<file path="src/rtl/usart_tx_sequencer.sv">
`timescale 1ns/1ps
// USART transmit sequencer: pops bytes from the TX FIFO head and serialises
// start, data (LSB first), optional parity and stop bits on baud_tick.
module usart_tx_sequencer #(
    parameter int unsigned WIDTH = 8
) (
    input  logic             cp2,
    input  logic             ireset,
    input  logic             txen,
    input  logic             baud_tick,
    input  logic [1:0]       ucsz,
    input  logic [1:0]       upm,
    input  logic             usbs,
    input  logic             fifo_empty,
    input  logic [WIDTH-1:0] fifo_dout,
    output logic             fifo_re,
    output logic             txd,
    output logic             tx_busy,
    output logic             txc_set
);

    localparam int unsigned CNT_W = 3;

    typedef enum logic [2:0] {
        IDLE,
        ALIGN,
        START,
        DATA,
        PARITY,
        STOP
    } state_t;

    state_t           state, state_n;
    logic [WIDTH-1:0] shreg, shreg_n;
    logic [CNT_W-1:0] cnt, cnt_n;
    logic             stop_cnt, stop_cnt_n;
    logic             par, par_n;
    logic [1:0]       cfg_ucsz, cfg_ucsz_n;
    logic [1:0]       cfg_upm, cfg_upm_n;
    logic             cfg_usbs, cfg_usbs_n;
    logic             txd_n;
    logic             pop;
    logic             load;
    logic             last_data;
    logic             last_stop;

    // Reset blocks any pop or completion pulse in its own cycle.
    assign pop       = txen && !fifo_empty && !ireset;
    assign last_data = (cnt == (CNT_W'(4) + CNT_W'(cfg_ucsz)));
    assign last_stop = (stop_cnt == cfg_usbs);

    // Next-state, datapath and combinational handshake outputs.
    always_comb begin
        state_n    = state;
        shreg_n    = shreg;
        cnt_n      = cnt;
        stop_cnt_n = stop_cnt;
        par_n      = par;
        cfg_ucsz_n = cfg_ucsz;
        cfg_upm_n  = cfg_upm;
        cfg_usbs_n = cfg_usbs;
        load       = 1'b0;
        txc_set    = 1'b0;

        case (state)
            IDLE: begin
                if (pop) begin
                    load    = 1'b1;
                    state_n = ALIGN;
                end
            end
            ALIGN: begin
                if (baud_tick) state_n = START;
            end
            START: begin
                if (baud_tick) begin
                    state_n = DATA;
                    cnt_n   = '0;
                end
            end
            DATA: begin
                if (baud_tick) begin
                    shreg_n = shreg >> 1;
                    par_n   = par ^ shreg[0];
                    if (last_data) begin
                        state_n    = cfg_upm[1] ? PARITY : STOP;
                        stop_cnt_n = 1'b0;
                    end else begin
                        cnt_n = cnt + CNT_W'(1);
                    end
                end
            end
            PARITY: begin
                if (baud_tick) begin
                    state_n    = STOP;
                    stop_cnt_n = 1'b0;
                end
            end
            STOP: begin
                if (baud_tick) begin
                    if (!last_stop) begin
                        stop_cnt_n = 1'b1;
                    end else if (pop) begin
                        load    = 1'b1;
                        state_n = START;
                    end else begin
                        state_n = IDLE;
                        txc_set = !ireset;
                    end
                end
            end
            default: state_n = IDLE;
        endcase

        // A pop captures the head word and freezes the frame format.
        if (load) begin
            shreg_n    = fifo_dout;
            cfg_ucsz_n = ucsz;
            cfg_upm_n  = upm;
            cfg_usbs_n = usbs;
            par_n      = 1'b0;
            cnt_n      = '0;
            stop_cnt_n = 1'b0;
        end
        fifo_re = load;

        case (state_n)
            START:   txd_n = 1'b0;
            DATA:    txd_n = shreg_n[0];
            PARITY:  txd_n = par_n ^ cfg_upm_n[0];
            default: txd_n = 1'b1;
        endcase
    end

    // State and datapath registers; txd/tx_busy follow the entered state.
    always_ff @(posedge cp2) begin
        if (ireset) begin
            state    <= IDLE;
            shreg    <= '0;
            cnt      <= '0;
            stop_cnt <= 1'b0;
            par      <= 1'b0;
            cfg_ucsz <= 2'b00;
            cfg_upm  <= 2'b00;
            cfg_usbs <= 1'b0;
            txd      <= 1'b1;
            tx_busy  <= 1'b0;
        end else begin
            state    <= state_n;
            shreg    <= shreg_n;
            cnt      <= cnt_n;
            stop_cnt <= stop_cnt_n;
            par      <= par_n;
            cfg_ucsz <= cfg_ucsz_n;
            cfg_upm  <= cfg_upm_n;
            cfg_usbs <= cfg_usbs_n;
            txd      <= txd_n;
            tx_busy  <= (state_n != IDLE);
        end
    end

endmodule
</file>
<file path="config.mk">
export PLATFORM = sky130hd
export DESIGN_NAME = usart_tx_sequencer
export DESIGN_NICKNAME = d
export VERILOG_FILES = /design/src/rtl/usart_tx_sequencer.sv
export SDC_FILE = /design/constraint.sdc
export NUM_CORES = 1
export LEC_CHECK = 0
export ABC_AREA = 1
export CAP_MARGIN = 40
export CORE_MARGIN = 2
export CORE_UTILIZATION = 55
export DETAILED_ROUTE_END_ITERATION = 10
export PLACE_DENSITY = 0.83
export SYNTH_ARGS = -nofsm -noshare
export SYNTH_HDL_FRONTEND = slang
export SYNTH_SLANG_ARGS = --single-unit
</file>
<file path="constraint.sdc">
create_clock -name cp2 -period 3.67 [get_ports cp2]
set_input_delay 0.5505 -clock cp2 [delete_from_list [all_inputs] [get_ports cp2]]
set_output_delay 0.5505 -clock cp2 [all_outputs]
set_load 0.02 [all_outputs]
</file>
==> After elaboration in Yosys (flattened, before gate mapping) <==
Cells that the tools add are included.
{ "classes": {"n_mul": 0, "n_shift": 0, "n_mux": 37, "n_eq_ne": 17, "n_lt_le_gt_ge": 0, "bitwise_logic": 2, "n_div": 0, "add_sub_neg": 2, "reduce_logical": 14} }
{ "op_table": {"columns": ["cell", "n"], "rows": [
  ["two-way mux 3 bit", 11],
  ["two-way mux 8 bit", 3],
  ["one-hot mux 3 bit (6 select lines)", 1],
  ["two-way mux 1 bit", 17],
  ["inequality test 2 bit (second input constant)", 7],
  ["== test 3 x 2 -> 1 bit (second input constant)", 4],
  ["== test 3 bit (second input constant)", 3],
  ["one-hot mux 1 bit (3 select lines)", 2],
  ["one-hot mux 3 bit (2 select lines)", 1],
  ["AND reduction 6 bit", 1],
  ["nonzero test 2 bit", 3],
  ["nonzero test 3 bit", 2],
  ["AND reduction 4 bit", 1],
  ["adder 3 x 1 -> 3 bit (second input constant)", 1],
  ["adder 3 x 2 -> 3 bit (first input constant)", 1],
  ["== test 3 x 1 -> 1 bit (second input constant)", 1],
  ["== test 3 bit", 1],
  ["logical NOT 3 bit", 1],
  ["logical AND 1 bit", 2],
  ["logical NOT 1 bit", 2],
  ["two-way mux 2 bit", 1],
  ["one-hot mux 1 bit (2 select lines)", 1],
  ["AND reduction 2 bit", 1],
  ["OR reduction 2 bit", 1],
  ["other kinds (2)", 3]
]} }
{ "totals": {"memories": 0, "output_inout_bits": 4, "latchBits": 0, "register_bits": 23, "mem_bits_rw": 0, "input_bits": 18, "romBits": 0} }

==> Depth between registers and ports, before layout <==
{ "logic_depth": {"ltp_word": 10, "ltp_mapped": 12} }

==> Least setup slack after synthesis <==
OpenSTA, ideal clock, no wires.
{ "synth_timing": {"kind": "input to output", "start": "input baud_tick", "end": "output txc_set", "path_buffers": 1, "slack_ns": 1.805, "required_time_ns": 3.119, "path_stages": 5, "t_arrival_ns": 1.314, "cell_sequence": "buf_4 > inv_1 > nor2_2 > nand3_1 > nor2_1"} }
{ "synth_via": {"elab_chain_cells": 2} }
{ "synth_lines": {"columns": ["item", "line_no", "rtl"], "rows": [
  ["from (decl)", "10", "input logic baud_tick,"],
  ["two-way mux 1 bit", "100", "if (baud_tick) begin"],
  ["two-way mux 1 bit", "65", "case (state)"],
  ["to (decl)", "19", "output logic txc_set"]
]} }
No other way between the ends.

==> Worst setup path in the final report <==
{ "layout_timing": {"start": "input baud_tick", "end": "output fifo_re"} }
{ "layout_via": {"elab_chain_cells": 2} }
{ "layout_lines": {"columns": ["item", "line_no", "rtl"], "rows": [
  ["two-way mux 1 bit", "100", null],
  ["one-hot mux 1 bit (2 select lines)", "65", null],
  ["to (decl)", "16", "output logic fifo_re,"]
]} }
No other way between the ends.

==> impl_metrics.tcl <==
set metrics [dict create \
    max_stage_delay_ns 0.64 \
    syn_to_final_growth_pct 19.3 \
    viasPerCell 5.28 \
    die_w_um 51.4 \
    setup_total_negative_slack_ns 0 \
    syn-cell-area_sq_mm 0.00123 \
    syn_inst 178 \
    power_uw 455 \
    cp_max_fo 15 \
    post_layout_nonfiller_instances 227 \
    crit_path_end "fifo_re" \
    drc_errors 0 \
    maxCapViolCount 0 \
    grt.total_usage_pct 22.3 \
    firstDrtPassIters 4 \
    routed_wl_mm 2.63 \
    fin_nets 219 \
    worst_r2r_path_depth 9 \
    cts_resized 0 \
    grt_overflow 0 \
    ys.flop_type "dfxtp_1" \
    finalCritPeriodShare_pct 83.2 \
    clkSinkCount 23 \
    cp.arrival_ns 2.50 \
    end_kind "output port" \
    cts_tree "done" \
    holdCritPathClass "reg -> reg" \
    slew_violations 0 \
    rsz0062_at_grt "no" \
    synth_area_leaders "dfxtp_1 (37%), nand2_1 (15%), nand3_1 (9.7%), nor2_1 (5.5%), inv_1 (4.9%)" \
    die_h_um 51.4 \
    fp.dieArea_sq_mm 0.00264 \
    final_antenna_net_count 0 \
    antenna_found_initial 0 \
    clk_path_buf_depth 2 \
    path_cells "clkdlybuf4s50_1, inv_1, nor2_2, nand3_4, nand2_4, clkdlybuf4s50_1" \
    dpl.hpwl_mm 2.03 \
    drive_gt1_share_pct 8.54 \
    utilization_pct 67.8 \
    cts_buffers 3 \
    postSynthAreaPerCell_sq_um 6.93 \
    pwr_density_cell_mw_per_mm2 310 \
    yosysMostFrequentCell "nand2_1" \
    drt_iter0_drc 21 \
    synth.top_cell.area_share_pct 37.3 \
    yosysSeqAreaShare_pct 37.3 \
    clkLatencyLatePin_ns 0.31 \
    core_sq_mm 0.00217 \
    crit_slowest_cell "clkdlybuf4s50_1" \
    grt_pass1_wl_mm 4.56 \
    crit_top_cell "clkdlybuf4s50_1" \
    post_cts.repair.setup_buffers 0 \
    grt_max_degree 16 \
    worst-setup-path-type "in -> out" \
    tightestPinTransition_ns 0.366 \
    p_leak_uw 0.000629 \
    vias 1198 \
    timing.slew.headroom_pct 75.4 \
    finalInstanceArea_sq_mm 0.00147 \
    htreeDepth 1 \
    cp-start-kind "primary input" \
    netlist_top_cells_count "nand2_1 (50), nand3_1 (24), dfxtp_1 (23)" \
    gp_congestion 0.921 \
    outcome "finished clean" \
    clkTransAtPathRegs_ns 0.12 \
    r2r-start "state[0]" \
    wire_per_inst_um 11.6 \
    worstPathRequired_ns 3.12 \
    antennaDiodeCount 0 \
    reg2reg_to "txd" \
    dp_cells 223 \
    synth-edff-count 0 \
    finalSetupViolCount 0 \
    timing.fmax_ghz 0.328 \
    ys_types 25 \
    hold_viol 0 \
    initial_core_util_pct 56.9 \
    startpoint "baud_tick" \
    place_area_sq_mm 0.00145 \
    cts-root-buf "clkbuf_4" \
    period_minus_slack_ns 3.05 \
    reg2reg_slack_ns 2.05 \
    ir_drop_mv 0.256 \
    ys_ff_latch 23 \
    portBuffers 21 \
    ys_warn_count 0 \
    synth_area_leader_cell "dfxtp_1" \
    cts_hold_buf 0 \
    async_flop_share_pct 0 \
    ios 22 \
    grt_pass1_vias 1139 \
    finalClockSkew_ns 0.00196 \
    row_count 17 \
    synth_nets 197 \
]
[routing by layer]
metal / GRT usage [%] / vias up / routed length [um]
met5: 0 / - / 0
met4: 6.58 / 0 / 24
met3: 3.51 / 4 / 96
met2: 40.8 / 30 / 1310
met1: 26.5 / 546 / 1200
li1: - / 618 / -
[area by class of cell]
cell class | count | area, sq um
Sequential cell | 23 | 460
Timing Repair Buffer | 22 | 218
Inverter | 20 | 75.1
Multi-Input combinational cell | 130 | 657
Fill cell | 217 | 698
Tap cell | 28 | 35.0
Clock buffer | 4 | 26.3
[worst min-delay path by stage]
stage                     depth (start not counted)        from    endpoint
after floorplan                                   2  cfg_upm[1]  cfg_upm[1]
after global placement                            2  cfg_upm[1]  cfg_upm[1]
after detailed placement                          2  cfg_upm[1]  cfg_upm[1]
after CTS                                         2  cfg_upm[1]  cfg_upm[1]
after global routing                              2  cfg_upm[1]  cfg_upm[1]
final                                             2  cfg_upm[1]  cfg_upm[1]
[power by group]
group	internal, uW	total (uW)	switching (uW)	leakage (uW)
logic	33.7	71.8	38.2	0.000427
clock network	42.4	119	76.3	0.0000150
registers	259	265	5.81	0.000187
total	335	455	120	0.000629
[state kept, by name, summed over array words and instances, names as in the netlist]
signal and flops:
cnt 3, cfg_usbs 1, state 3, txd 1
stop_cnt 1, tx_busy 1, shreg 8, par 1
cfg_ucsz 2, cfg_upm 2
[worst max-delay path, delay by kind of cell]
kind          cells  cell delay, ns
simple gates      3            0.50
buf+inv           3            1.46
[per-stage QoR]
| step | setup WS, ns | hold slack [ns] |
|---|---|---|
| detailed placement | 0.630 | 0.453 |
| floorplan | 1.81 | 0.429 |
| finish | 0.618 | 0.465 |
| global route | 0.551 | 0.508 |
| CTS | 0.626 | 0.471 |
| global placement | 0.684 | 0.444 |
[placed cells by master, fill, tap and decap left out, drive strengths merged, types with 4 or more instances in the layout]
master,count
nor2,23
clkbuf,4
inv,20
a21oi,10
o21ai,8
nand3,25
dfxtp,23
clkdlybuf4s50,21
a31oi,7
nand2,52
[logic make-up (layout without fill, tap and decap cells)]
kind of cell,Yosys count,count (layout),synth area share (%)
buffers and inverters,25,46,9.43
flip-flops,23,23,37.3
XOR/XNOR,2,2,1.42
AO/OA/AOI/OAI,26,26,12.2
adder cells (fa/ha/maj),1,1,1.01
AND/OR/NAND/NOR,101,101,38.6
Power figures use the tool's default switching activity.
==> RTL change 1 (same flow settings) <==
The 6 states of `state_t` get a one-hot encoding in 6 bits.
--- a/src/rtl/usart_tx_sequencer.sv
+++ b/src/rtl/usart_tx_sequencer.sv
@@ -21,13 +21,13 @@
 
     localparam int unsigned CNT_W = 3;
 
-    typedef enum logic [2:0] {
-        IDLE,
-        ALIGN,
-        START,
-        DATA,
-        PARITY,
-        STOP
+    typedef enum logic [5:0] {
+        IDLE   = 6'b000001,
+        ALIGN  = 6'b000010,
+        START  = 6'b000100,
+        DATA   = 6'b001000,
+        PARITY = 6'b010000,
+        STOP   = 6'b100000
     } state_t;
 
     state_t           state, state_n;
Behaviour: no difference found for any inputs over 10 cycles, from zero or initial values and one cycle with ireset high; not proved beyond that.
==> RTL change 1 against the original RTL <==
  * Design area is 17% higher
  * Worst hold slack better by 0.013 ns
  * Power is 25% higher
  * Routed wire length is 23% higher
  * Combinational power is 1% higher
  * Sequential cell count is 3 higher
  * Worst setup slack better by 0.0067 ns
  * Area after synthesis is 18% higher
  * Critical path type unchanged
==> RTL change 1: results (changes against the original RTL) <==
| Metric | Value |
|---|---|
| WL/cell | `12.5 um (was 11.6 um)` |
| Overall Global Routing Usage | `22.2% (was 22.3%)` |
| Port Buffers | `21 (unchanged)` |
| P_sw | `0.000134 W (was 0.000120 W)` |
| Largest net degree at the start of global routing | `17 (was 16)` |
| Initial antenna violation count | `0 (unchanged)` |
| Placement Cell Area | `1670 um2 (was 1450 um2)` |
| Crit path max-delay cell type | `clkdlybuf4s50_1 (unchanged)` |
| Distinct cell type count after synthesis | `35 (was 25)` |
| Number of warnings issued by yosys | `0 (unchanged)` |
| Clk_lat worst skew | `0.33 ns (was 0.31 ns)` |
| Pre-Repair DR Iteration Count | `4 (unchanged)` |
| GRT met1 Usage | `30.3% (was 26.5%)` |
| Residual DRC count | `0 (unchanged)` |
| Leak | `0.701 nW (was 0.629 nW)` |
| H-tree depth | `1 (unchanged)` |
| Outcome | `finished clean (unchanged)` |
| DP Cell Count | `256 (was 223)` |
| Hold Path Class | `reg -> reg (unchanged)` |
| Ys async rst share | `0% (unchanged)` |
| Clock Tree Buf Depth | `2 (unchanged)` |
| Inserted Diodes | `0 (unchanged)` |
| GR Util met2 | `37.1% (was 40.8%)` |
| Routed vias | `1372 (was 1198)` |
| Post-synth top cells | `55 x nand2_1, 26 x dfxtp_1, 21 x inv_1 (was 50 x nand2_1, 24 x nand3_1, 23 x dfxtp_1)` |
| Post-CTS sizing | `0 (unchanged)` |
| Ys flop type | `dfxtp_1 (unchanged)` |
| Iteration-0 DRC Markers | `71 (was 21)` |
| Hpwl dp | `2.59 mm (was 2.03 mm)` |
| Max VDD drop | `0.251 mV (was 0.256 mV)` |
| Avg Inst Size Synth | `6.98 um2 (was 6.93 um2)` |
| Setup Skew | `0.00693 ns (was 0.00196 ns)` |
| Largest regs | `shreg (8), state (6), cnt (3) (was shreg (8), cnt (3), state (3))` |
| Clock root cell | `clkbuf_4 (unchanged)` |
| Area contributors post-synth | `dfxtp_1 36%, nand2_1 14%, a21oi_1 5.5% (was dfxtp_1 37%, nand2_1 15%, nand3_1 9.7%)` |
| Sequential-to-total area share from yosys stat | `35.9% (was 37.3%)` |
| Vias per inst | `5.28 (about the same)` |
| First-pass GRT wire length | `5.58 mm (was 4.56 mm)` |
| Clk slew on worst S/H paths | `0.15 ns (was 0.12 ns)` |
| GR Util met3 | `2.81% (was 3.51%)` |
| Total Nets Final | `250 (was 219)` |
| Layout cells sized above 1 | `13.0% (was 8.54%)` |
| Number of global-route vias before repair | `1272 (was 1139)` |
| Worst Path Max Fanout | `16 (was 15)` |
| CP arrival | `2.49 ns (was 2.50 ns)` |
| Syn Nets | `227 (was 197)` |
| Critical path's top delay family | `buffers and inverters (unchanged)` |
| Tightest Pin Transition | `0.341 ns (was 0.366 ns)` |
| # Post-CTS Setup Buffers | `0 (unchanged)` |
| CTS buffer count | `3 (unchanged)` |
| CP peak stage delay | `0.67 ns (was 0.64 ns)` |
| RePlAce Congestion | `0.842 (was 0.921)` |
[RTL change 1: cell types whose count changed after synthesis, sizes merged, moves of 3 or more]
cell / unedited run / this run
inv: 20 / 29
a21oi: 10 / 17
nor2: 23 / 27
nand2: 52 / 57
nand4: 1 / 6
dfxtp: 23 / 26
nand3: 25 / 13
a31oi: 7 / 2
a22oi: 0 / 4
[RTL change 1: per-layer routing]
metal  part of all wire [%]  wire length, um
met1                     47             1510
met2                     49             1600
met3                    3.3              108
met4                   0.83               27
met5                      0                0
[RTL change 1: cell type report]
class	count	area (um2)
clock buffer	3	22.5
clock inverter	1	30.0
fill	218	774
inverter	29	109
multi-input combinational	149	788
sequential	26	520
tap	30	37.5
timing repair buffer	22	218
[RTL change 1: metrics by stage]
stage	power [W]	worst slack, ns
after detailed placement	0.000375	0.632
after CTS	0.000570	0.621
final	0.000569	0.625
after global placement	0.000373	0.659
after floorplan	0.000346	1.22
after global routing	0.000592	0.525
[RTL change 1: worst min-delay path, delay by kind of cell, from the launching register on]
kind | cells | cell delay [ns]
flops | 1 | 0.34
simple gates | 1 | 0.06
compound gates | 1 | 0.05
[RTL change 1: cell families (layout without fill, tap and decap cells)]
kind of cell | count (synthesis) | count (layout) | synth area share [%]
compound gates | 39 | 39 | 15.7
fa+ha+maj | 1 | 1 | 0.862
flops | 26 | 26 | 35.9
buf+inv | 33 | 55 | 9.83
xor+xnor | 1 | 1 | 0.604
simple gates | 108 | 108 | 37.2
[RTL change 1: power groups by stage]
stage / Sequential, W / Combinational, W / Clock [W]
after global routing: 0.000297 / 0.0000806 / 0.000214
after global placement: 0.000303 / 0.0000706 / 0
after floorplan: 0.000302 / 0.0000436 / 0
after detailed placement: 0.000303 / 0.0000726 / 0
after CTS: 0.000296 / 0.0000729 / 0.000201
final: 0.000297 / 0.0000728 / 0.000199
[RTL change 1: final timing paths]
| check | depth (start not counted) | slack, ns | endpoint | from |
|---|---|---|---|---|
| setup / recovery | 6 | 0.62 | fifo_re | baud_tick |
| hold / removal | 2 | 0.48 | shreg[7]$_SDFFE_PP0P_ | shreg[7]$_SDFFE_PP0P_ |
| setup reg to reg | 10 | 2.04 | txd$_SDFF_PP1_ | state[0]$_SDFF_PP1_ |
| hold reg to reg | 2 | 0.48 | shreg[7]$_SDFFE_PP0P_ | shreg[7]$_SDFFE_PP0P_ |
==> RTL change 2 (config.mk and constraints unchanged) <==
Made on the original files. Change the parameter `WIDTH` from 8 to 6.
--- a/src/rtl/usart_tx_sequencer.sv
+++ b/src/rtl/usart_tx_sequencer.sv
@@ -2,7 +2,7 @@
 // USART transmit sequencer: pops bytes from the TX FIFO head and serialises
 // start, data (LSB first), optional parity and stop bits on baud_tick.
 module usart_tx_sequencer #(
-    parameter int unsigned WIDTH = 8
+    parameter int unsigned WIDTH = 6
 ) (
     input  logic             cp2,
     input  logic             ireset,
Ports: changed (resized fifo_dout); port bits go from 22 to 20. The function was not compared with the original's and may differ.
==> RTL change 2 against the original RTL <==
  * Power up 4.1%
  * Maximum frequency up 1.5%
  * Via count down 6.6%
  * Routed wire length down 5.3%
  * Die area down 4.2%
  * Area after synthesis down 4.6%
  * Design area down 4.5%
  * Worst setup slack better by 0.045 ns
  * Sequential cell count down 2
==> RTL change 2: results (changes against the original RTL) <==
| Metric | Value |
|---|---|
| Inverter count | `27 (was 20)` |
| Post-synth top cells | `37 x nand2_1, 24 x nor2_1, 21 x dfxtp_1 (was 50 x nand2_1, 24 x nand3_1, 23 x dfxtp_1)` |
| GRT met1 Usage | `26.8% (was 26.5%)` |
| Compound-Gate Fraction of Synth Area | `14.0% (was 12.2%)` |
| Worst Path Max Fanout | `13 (was 15)` |
| Layout filler cell count | `167 (was 217)` |
| Clock-cell share | `1.96% (was 1.79%)` |
| CP arrival | `2.46 ns (was 2.50 ns)` |
| Aggregate routed wire length | `2.49 mm (was 2.63 mm)` |
| Area of the multi-input gates | `624 um2 (was 657 um2)` |
| Slew Limit Headroom | `76.1% (was 75.4%)` |
| RePlAce Congestion | `0.997 (was 0.921)` |
| Overall Global Routing Usage | `23.0% (was 22.3%)` |
| Post-Synth XOR/XNOR Area | `0.744% (was 1.42%)` |
| DR WL met3 | `108 um (was 96 um)` |
| Setup Skew | `0.00838 ns (was 0.00196 ns)` |
| CLK BUF | `3 (was 4)` |
| Multi-input gates | `118 (was 130)` |
| Hpwl dp | `1.93 mm (was 2.03 mm)` |
| Number of global-route vias before repair | `1095 (was 1139)` |
| Sequential cell count | `21 (was 23)` |
| Syn Nets | `187 (was 197)` |
| Layout cells sized above 1 | `12.6% (was 8.54%)` |
| Total Nets Final | `208 (was 219)` |
| Adder-Cell Fraction of Synth Area | `1.06% (was 1.01%)` |
| Sequential share of cell area | `29.9% (was 31.3%)` |
| DP Worst Slack | `0.689 ns (was 0.630 ns)` |
| Largest net degree at the start of global routing | `14 (was 16)` |
| Sequential-to-total area share from yosys stat | `35.7% (was 37.3%)` |
| Iteration-0 DRC Markers | `32 (was 21)` |
| Cell depth of the worst flop-to-flop path | `10 (was 9)` |
| Distinct cell type count after synthesis | `29 (was 25)` |
| Buffering overhead | `14.1% (was 14.8%)` |
| Finished layout cell area | `1410 um2 (was 1470 um2)` |
| First-pass GRT wire length | `4.53 mm (was 4.56 mm)` |
| P&R area growth vs syn | `19.3% (about the same)` |
| Clk_lat worst skew | `about 0.3 ns` |
| GR Util met2 | `41.0% (was 40.8%)` |
| Vias per inst | `5.16 (was 5.28)` |
| Hold path cells | `1 (was 2)` |
| Buffers, non-clock | `20 (was 22)` |
| Placement Cell Area | `1380 um2 (was 1450 um2)` |
| Area contributors post-synth | `dfxtp_1 36%, nand2_1 12%, nor2_1 7.7% (was dfxtp_1 37%, nand2_1 15%, nand3_1 9.7%)` |
| Setup TNS | `0 ns (unchanged)` |
| Outcome | `finished clean (unchanged)` |
| Leak | `0.636 nW (was 0.629 nW)` |
| WL/cell | `11.5 um (was 11.6 um)` |
| Met1 WL | `1.07 mm (was 1.20 mm)` |
## RTL change 2: cell types whose count changed in the layout (fill, tap and decap cells not counted), moves of 4 or more
| cell | change |
|---|---|
| nand2_1 | -13 |
| nand3_1 | -11 |
| nor2_1 | +6 |
| a31oi_1 | -5 |
| a22oi_1 | +4 |
| inv_2 | +4 |
## RTL change 2: worst paths after layout
path	endpoint	slack [ns]	startpoint
hold / removal	cnt[2]$_SDFFE_PP0P_	0.46	cnt[2]$_SDFFE_PP0P_
setup reg to reg	cnt[2]$_SDFFE_PP0P_	2.00	state[1]$_SDFF_PP0_
setup / recovery	fifo_re	0.66	baud_tick
hold reg to reg	cnt[2]$_SDFFE_PP0P_	0.46	cnt[2]$_SDFFE_PP0P_
## RTL change 2: power by group
group	internal (W)	switching (W)
Combinational	0.0000478	0.0000629
Clock	0.0000407	0.0000685
Sequential	0.000242	0.0000122
